$ cat src/rtl/mod3_pkg.sv
// Shared types and helpers for the mod-3 checked serial frame.
package mod3_pkg;

    typedef enum logic [1:0] {
        IDLE   = 2'd0,
        DATA   = 2'd1,
        CHK_HI = 2'd2,
        CHK_LO = 2'd3
    } state_t;

    typedef logic [1:0] residue_t;

    // MSB-first remainder update: r' = (2r + b) mod 3; value 3 never occurs.
    function automatic residue_t mod3_step(residue_t r, logic b);
        residue_t nxt;
        case (r)
            2'd0:    nxt = b ? 2'd1 : 2'd0;
            2'd1:    nxt = b ? 2'd0 : 2'd2;
            2'd2:    nxt = b ? 2'd2 : 2'd1;
            default: nxt = 2'd0;
        endcase
        return nxt;
    endfunction

    // Check field (3 - r) mod 3 that makes data*4 + check divisible by 3.
    function automatic logic [1:0] mod3_check(residue_t r);
        logic [1:0] c;
        case (r)
            2'd0:    c = 2'b00;
            2'd1:    c = 2'b10;
            2'd2:    c = 2'b01;
            default: c = 2'b00;
        endcase
        return c;
    endfunction

endpackage

$ cat src/rtl/mod3_residue.sv
// Running mod-3 remainder of the payload bits already sent.
module mod3_residue
    import mod3_pkg::*;
(
    input  logic     clk,
    input  logic     reset,
    input  logic     clear,
    input  logic     enable,
    input  logic     data_bit,
    output residue_t residue
);

    // Remainder register: cleared on reset or frame start, stepped per payload bit.
    always_ff @(posedge clk) begin
        if (reset || clear) begin
            residue <= '0;
        end else if (enable) begin
            residue <= mod3_step(residue, data_bit);
        end
    end

endmodule

$ cat src/rtl/mod3_frame_tx.sv
// Serial transmitter: payload MSB-first followed by a 2-bit mod-3 check field.
module mod3_frame_tx
    import mod3_pkg::*;
#(
    parameter int DATA_W = 8
) (
    input  logic              clk,
    input  logic              reset,
    input  logic [DATA_W-1:0] din,
    input  logic              din_valid,
    output logic              din_ready,
    output logic              dout,
    output logic              dout_valid,
    output logic              dout_first,
    output logic              dout_last
);

    localparam int CNT_W = (DATA_W > 1) ? $clog2(DATA_W) : 1;

    state_t            state, state_n;
    logic [DATA_W-1:0] sr, sr_n, sr_shift;
    logic [CNT_W-1:0]  cnt, cnt_n;
    logic              chk_lo, chk_lo_n;
    logic              dout_n, valid_n, first_n, last_n;
    logic              accept;
    logic [1:0]        chk;
    residue_t          residue;

    assign din_ready = (state == IDLE) || (state == CHK_LO);
    assign accept    = din_valid && din_ready;
    assign sr_shift  = sr << 1;

    // The residue register still lags the bit on dout, so the check field is
    // formed from one look-ahead step while the last payload bit is out.
    assign chk = mod3_check(mod3_step(residue, dout));

    mod3_residue u_residue (
        .clk      (clk),
        .reset    (reset),
        .clear    (accept),
        .enable   (state == DATA),
        .data_bit (dout),
        .residue  (residue)
    );

    // State register.
    always_ff @(posedge clk) begin
        if (reset) begin
            state <= IDLE;
        end else begin
            state <= state_n;
        end
    end

    // Next state and next registered output values.
    always_comb begin
        state_n  = state;
        sr_n     = sr;
        cnt_n    = cnt;
        chk_lo_n = chk_lo;
        dout_n   = 1'b0;
        valid_n  = 1'b0;
        first_n  = 1'b0;
        last_n   = 1'b0;
        if (accept) begin
            state_n = DATA;
            sr_n    = din;
            cnt_n   = CNT_W'(DATA_W - 1);
            dout_n  = din[DATA_W-1];
            valid_n = 1'b1;
            first_n = 1'b1;
        end else begin
            case (state)
                DATA: begin
                    valid_n = 1'b1;
                    if (cnt == '0) begin
                        state_n  = CHK_HI;
                        dout_n   = chk[1];
                        chk_lo_n = chk[0];
                    end else begin
                        sr_n   = sr_shift;
                        cnt_n  = cnt - 1'b1;
                        dout_n = sr_shift[DATA_W-1];
                    end
                end
                CHK_HI: begin
                    state_n = CHK_LO;
                    valid_n = 1'b1;
                    dout_n  = chk_lo;
                    last_n  = 1'b1;
                end
                CHK_LO:  state_n = IDLE;
                default: ;
            endcase
        end
    end

    // Datapath and output registers.
    always_ff @(posedge clk) begin
        if (reset) begin
            sr         <= '0;
            cnt        <= '0;
            chk_lo     <= 1'b0;
            dout       <= 1'b0;
            dout_valid <= 1'b0;
            dout_first <= 1'b0;
            dout_last  <= 1'b0;
        end else begin
            sr         <= sr_n;
            cnt        <= cnt_n;
            chk_lo     <= chk_lo_n;
            dout       <= dout_n;
            dout_valid <= valid_n;
            dout_first <= first_n;
            dout_last  <= last_n;
        end
    end

endmodule

$ cat config.mk
export PLATFORM = sky130hd
export DESIGN_NAME = mod3_frame_tx
export DESIGN_NICKNAME = d
export VERILOG_FILES = /design/src/rtl/mod3_pkg.sv /design/src/rtl/mod3_residue.sv /design/src/rtl/mod3_frame_tx.sv
export SDC_FILE = /design/constraint.sdc
export NUM_CORES = 1
export LEC_CHECK = 0
export CAP_MARGIN = 20
export CORE_ASPECT_RATIO = 0.9
export CORE_UTILIZATION = 30
export DETAILED_ROUTE_END_ITERATION = 12
export DONT_BUFFER_PORTS = 1
export PLACE_DENSITY_LB_ADDON = 0.25
export REMOVE_ABC_BUFFERS = 1
export SLEW_MARGIN = 10
export SYNTH_ARGS = -nofsm -noshare
export SYNTH_HDL_FRONTEND = slang
export SYNTH_HIERARCHICAL = 1
export SYNTH_SLANG_ARGS = --single-unit
$ cat constraint.sdc
create_clock -name clk -period 1.6 [get_ports clk]
set_input_delay 0.16 -clock clk [delete_from_list [all_inputs] [get_ports clk]]
set_output_delay 0.16 -clock clk [all_outputs]
set_load 0.01 [all_outputs]
# Word level (Yosys, flattened, before mapping)
# Cells that the tools add are included.
dict set report op_classes {
  addsub 1
  n_eq_ne 10
  mux 21
  n_bitwise 1
  reduce_logical 15
}
# op n
set op_table {}
lappend op_table {{$mux W7} 3}
lappend op_table {{$pmux W2 S3} 2}
lappend op_table {{$mux W3} 3}
lappend op_table {{$eq A2 B2 Y1 const B} 4}
lappend op_table {{$mux W1} 8}
lappend op_table {{$eq A2 B1 Y1 const B} 3}
lappend op_table {{$mux W2} 3}
lappend op_table {{$reduce_and A2 Y1} 3}
lappend op_table {{$logic_not A2 Y1} 2}
lappend op_table {{$pmux W2 S2} 1}
lappend op_table {{$reduce_bool A4 Y1} 1}
lappend op_table {{$reduce_or A2 Y1} 2}
lappend op_table {{$logic_not A3 Y1} 1}
lappend op_table {{$ne A3 B2 Y1 const B} 1}
lappend op_table {{$reduce_and A3 Y1} 1}
lappend op_table {{$reduce_bool A3 Y1} 1}
lappend op_table {{$sub A3 B1 Y3 const B} 1}
lappend op_table {{$logic_or A1 B1 Y1} 2}
lappend op_table {{$ne A2 B1 Y1 const B} 1}
lappend op_table {{$ne A2 B2 Y1 const B} 1}
lappend op_table {{$pmux W1 S2} 1}
lappend op_table {{$reduce_bool A2 Y1} 1}
lappend op_table {{$logic_and A1 B1 Y1} 1}
lappend op_table {{$not A1 Y1} 1}
dict set report totals {
  reg_bits 19
  inputBits 11
  out_inout_bits 5
  elab_cells 58
}

# Depth between registers and ports, before layout
dict set report depth {
  depth_word 7
  mapped_depth 7
}

# Modules after synthesis
# Netlist, hierarchy kept.
# module n_inst cells_each area_each_um2 seq_area_each_um2
set modules_own_cells {}
lappend modules_own_cells {mod3_frame_tx 1 100 903.4 340.3}
lappend modules_own_cells {mod3_residue 1 11 98.8 40.0}

# Least setup slack after synthesis
# No wires, ideal clock.
dict set report synth_path {
  path_type {register to register}
  startpoint {reg state[0]}
  endpoint {reg sr[3]}
  setup_time_ns 0.112
  arrival_ns 1.525
  setup_slack_ns -0.037
  path_stages_with_launch 8
  n_path_buf 1
  period_less_slack_ns 1.637
  path_cell_list {dfxtp_1 > inv_1 > ha_1 > nand2b_4 > clkinv_2 > buf_6 > nor2_1 > a2111oi_1}
}
dict set report synth_via {
  elab_chain_len 5
}
# item line_no
set synth_lines {}
lappend synth_lines {{start: declaration} mod3_frame_tx.sv:20} ;# state_t state, state_n;
lappend synth_lines {{start signal: assignment} mod3_frame_tx.sv:51} ;# state <= state_n;
lappend synth_lines {{$eq A2 B2 Y1 / $logic_not A2 Y1 (equally long branches)} mod3_frame_tx.sv:29} ;# assign din_ready = (state == IDLE) || (state == CHK_LO);
lappend synth_lines {{$logic_or A1 B1 Y1 *} mod3_frame_tx.sv:29}
lappend synth_lines {{$logic_and A1 B1 Y1 *} mod3_frame_tx.sv:30} ;# assign accept = din_valid && din_ready;
lappend synth_lines {{via accept} mod3_frame_tx.sv:25} ;# logic accept;
lappend synth_lines {{$ne A2 B1 Y1 (no line) / $reduce_bool A2 Y1 (equally long branches)} -}
lappend synth_lines {{$reduce_and A2 Y1 (no line)} -}
lappend synth_lines {{end signal: assignment} mod3_frame_tx.sv:109} ;# sr <= sr_n;
lappend synth_lines {{end: declaration} mod3_frame_tx.sv:21} ;# logic [DATA_W-1:0] sr, sr_n, sr_shift;
# Mark *: on every way through the listed nets, which the timed path passes. The rest lies on a longest branch.
# A chain may end at the register's enable or synchronous reset.

# Worst setup path after layout
dict set report layout_path {
  startpoint {reg state[0]}
  endpoint {reg state[0]}
}
dict set report layout_via {
  elab_chain_len 5
}
# item line_no
set layout_lines {}
lappend layout_lines {{$eq A2 B2 Y1 / $logic_not A2 Y1 (equally long branches)} {mod3_frame_tx.sv:29, mod3_frame_tx.sv:73}}
lappend layout_lines {{$logic_or A1 B1 Y1} mod3_frame_tx.sv:29}
lappend layout_lines {{$logic_and A1 B1 Y1} mod3_frame_tx.sv:30}
lappend layout_lines {{$ne A3 B2 Y1 (no line) / $reduce_bool A4 Y1 (equally long branches)} -}
lappend layout_lines {{$reduce_and A2 Y1 (no line)} -}
# Several ways; a longest one is shown, not always the timed one.

==> results.json <==
{
  "antenna_found_initial": 0,
  "wl_um": 2490,
  "drt_iter0_markers": 33,
  "synthXorXnorAreaFrac_pct": 1.75,
  "detail_route.vias_per_cell": 5.15,
  "cts_tree": "built",
  "yosysWarningCount": 6,
  "grt_max_degree": 19,
  "final_area_mm2": 0.00128,
  "worstSetupEndpointType": "register",
  "grt_usage_pct": 14.4,
  "synth-adder-area-share_pct": 9.99,
  "critPathRequiredTime_ps": 1750,
  "fmax_mhz": 648,
  "ys_seq_area_share_pct": 38.0,
  "switching_share_pct": 43.2,
  "slew_violations": 0,
  "p_per_area_mw_per_mm2": 2180,
  "hold_path_class": "primary input to register",
  "comb_power_share_pct": 59.9,
  "wl_per_cell_um": 15.1,
  "row_count": 19,
  "p_sw_mw": 1.20,
  "final_core_util_pct": 41.1,
  "ant_nets": 0,
  "clk_latency_ps": 260,
  "io-pin-count": 16,
  "core_mm2": 0.00311,
  "p_int_mw": 1.58,
  "root_buffer": "clkbuf_8",
  "die_h_um": 56.8,
  "grt_overflow": 0,
  "start_util_pct": 32.2,
  "clock_sinks": 19,
  "synth-compound-area-share_pct": 21.3,
  "die-width_um": 62.9,
  "maxCapViolations": 0,
  "hold_viol": 0,
  "syn_area_mm2": 0.00100,
  "worstPathArrival_ps": 1700,
  "synthMuxAreaShare_pct": 2.12,
  "n_fill_cell": 308,
  "syn_inst": 111,
  "grt_pass1_wl_um": 3860,
  "finalWorstSetupSlack_ps": 55.7,
  "status": "finished clean",
  "placed_cell_area_mm2": 0.00112,
  "ys_ff_latch": 19,
  "tightest_slew_ps": 810,
  "cts_max_level": 1,
  "clk_pin_slew_ps": 80,
  "synth_top_family_by_area": "compound AO/OA/AOI/OAI gates",
  "setup_viol": 0,
  "dp.cells": 160,
  "maxSlewHeadroom_pct": 45.8,
  "dieArea_mm2": 0.00358,
  "clock_path_buffers": 2,
  "netlist.area_leader.share_pct": 38.0,
  "layout-drive-gt1-share_pct": 30.9,
  "cts_buffers": 3,
  "gp_congestion": 0.723,
  "fin_skew_ps": 5.65,
  "final_cell_count_no_fill": 165,
  "synthSimpleGateAreaFrac_pct": 18.9,
  "crit_path_max_fanout": 4,
  "drt_first_pass_iters": 4,
  "syn_to_final_growth_pct": 27.6,
  "nNetsFinal": 143,
  "synth_area_leaders": "dfxtp_1 (38%), ha_1 (10%), a211oi_1 (6.0%), nor2_1 (5.6%), a2111oi_1 (4.0%)",
  "p_total_mw": 2.78,
  "period_share_pct": 96.5,
  "avgSynthCellArea_um2": 9.03,
  "peakVddDrop_uv": 853,
  "total_leakage_power_nw": 0.474,
  "dp_hpwl_um": 1630,
  "post_cts_buffers": 0,
  "dp_slack_ps": -74.7,
  "seq_power_share_pct": 27.6,
  "ys_types": 34,
  "port_buffers": 0,
  "critPathLaunchType": "register",
  "grt_pass1_vias": 756,
  "drc": 0,
  "antennaDiodeCount": 0,
  "pwr-share-clk_pct": 12.6,
  "period_needed_ps": 1540,
  "via_count": 850,
  "crit_type": "register to register",
  "synth_largest_area_cell": "dfxtp_1"
}
[critical path, stage by stage, from the launching register on]
cell       delay (ps)
dfxtp_4           360
inv_1             120
ha_4              220
buf_4             140
nor3_2            230
a2111oi_2          90
a211oi_1          260
[layout make-up]
| cell class | count | area, um2 | share of cell area (%) |
|---|---|---|---|
| Inverter | 8 | 47.5 | 3.72 |
| Sequential cell | 19 | 384 | 30.0 |
| Tap cell | 42 | 52.6 | 4.11 |
| Timing Repair Buffer | 15 | 123 | 9.59 |
| Clock inverter | 1 | 5.00 | 0.391 |
| Clock buffer | 3 | 41.3 | 3.23 |
| Multi-Input combinational cell | 77 | 626 | 48.9 |
[cells in the final DEF (no fill, tap or decap), drive strengths merged]
cell         count
a21o             1
ha               8
xnor2            2
mux2             1
o211ai           1
a211oi           8
nand2b           2
or4              1
mux2i            1
a311oi           3
nor2b            2
nand2            4
o21ai            2
inv              7
nor2            15
and3b            1
and2             1
or4b             1
or3              1
a2111oi          7
a21oi            6
buf             14
nor3b            1
nor4             3
a31oi            1
clkbuf           3
nand3            1
nor3             3
dlygate4sd3      1
clkinv           2
dfxtp           19
[registers in the layout (all words and copies together), names as in the netlist]
register           cells
dout_valid             1
dout_last              1
dout                   1
chk_lo                 1
state                  2
cnt                    3
dout_first             1
sr                     7
u_residue/residue      2
[cells in the mapped netlist, drive strengths merged]
cell type / instances
a2111oi: 7
a211oi: 8
a21o: 1
a21oi: 6
a311oi: 3
a31oi: 1
and2: 1
and3b: 1
buf: 4
clkbuf: 3
clkinv: 1
dfxtp: 19
ha: 8
inv: 7
mux2: 1
mux2i: 1
nand2: 4
nand2b: 2
nand3: 1
nor2: 15
nor2b: 2
nor3: 3
nor3b: 1
nor4: 3
o211ai: 1
o21ai: 2
or3: 1
or4: 1
or4b: 1
xnor2: 2
[routing by layer]
metal  global-route usage (%)  vias up  part of all wire [%]
met4                     2.99        0                  0.36
li1                         -      426                     -
met2                     20.7       10                    48
met3                     5.28        2                   3.5
met1                     20.2      412                    48
met5                        0        -                     0
[cell families after synthesis]
| family | count (synthesis) |
|---|---|
| fa+ha+maj | 8 |
| flops | 19 |
| xor+xnor | 2 |
| mux | 2 |
| buf+inv | 15 |
| compound gates | 29 |
| simple gates | 36 |
[metrics by stage]
stage / TNS [ps] / hold slack [ps]
finish: 0 / 16.7
global route: -47.2 / 13.7
CTS: 0 / 15.6
detailed placement: -149 / 234
global placement: 0 / 232
floorplan: -449 / 229
[final timing paths]
kind | from | to | slack, ps | cells past startpoint
worst min-delay path | din_valid | dout_valid$_SDFF_PP0_ | 20 | 2
worst max-delay path | state[0]$_SDFFE_PP0P_ | state[0]$_SDFFE_PP0P_ | 60 | 6
worst max register to register | state[0]$_SDFFE_PP0P_ | state[0]$_SDFFE_PP0P_ | 60 | 6
worst min register to register | sr[0]$_SDFFE_PP0P_ | sr[0]$_SDFFE_PP0P_ | 510 | 2
[power groups by stage]
stage / sequential [mW] / combinational (mW) / clock (mW)
after detailed placement: 0.752 / 1.35 / 0
after global routing: 0.787 / 1.83 / 0.380
after floorplan: 0.752 / 0.826 / 0
final: 0.768 / 1.67 / 0.349
after global placement: 0.747 / 1.34 / 0
after CTS: 0.743 / 1.40 / 0.357
[what timing repair did]
| item | in CTS | in global routing |
|---|---|---|
| setup endpoints to repair | 8 | 10 |
| endpoints found under the hold margin | 18 | 0 |
| hold buffers | 1 | 0 |
| pin swaps | 0 | 2 |
| gates resized for setup | 4 | 22 |
(Power assumes the default switching activity.)
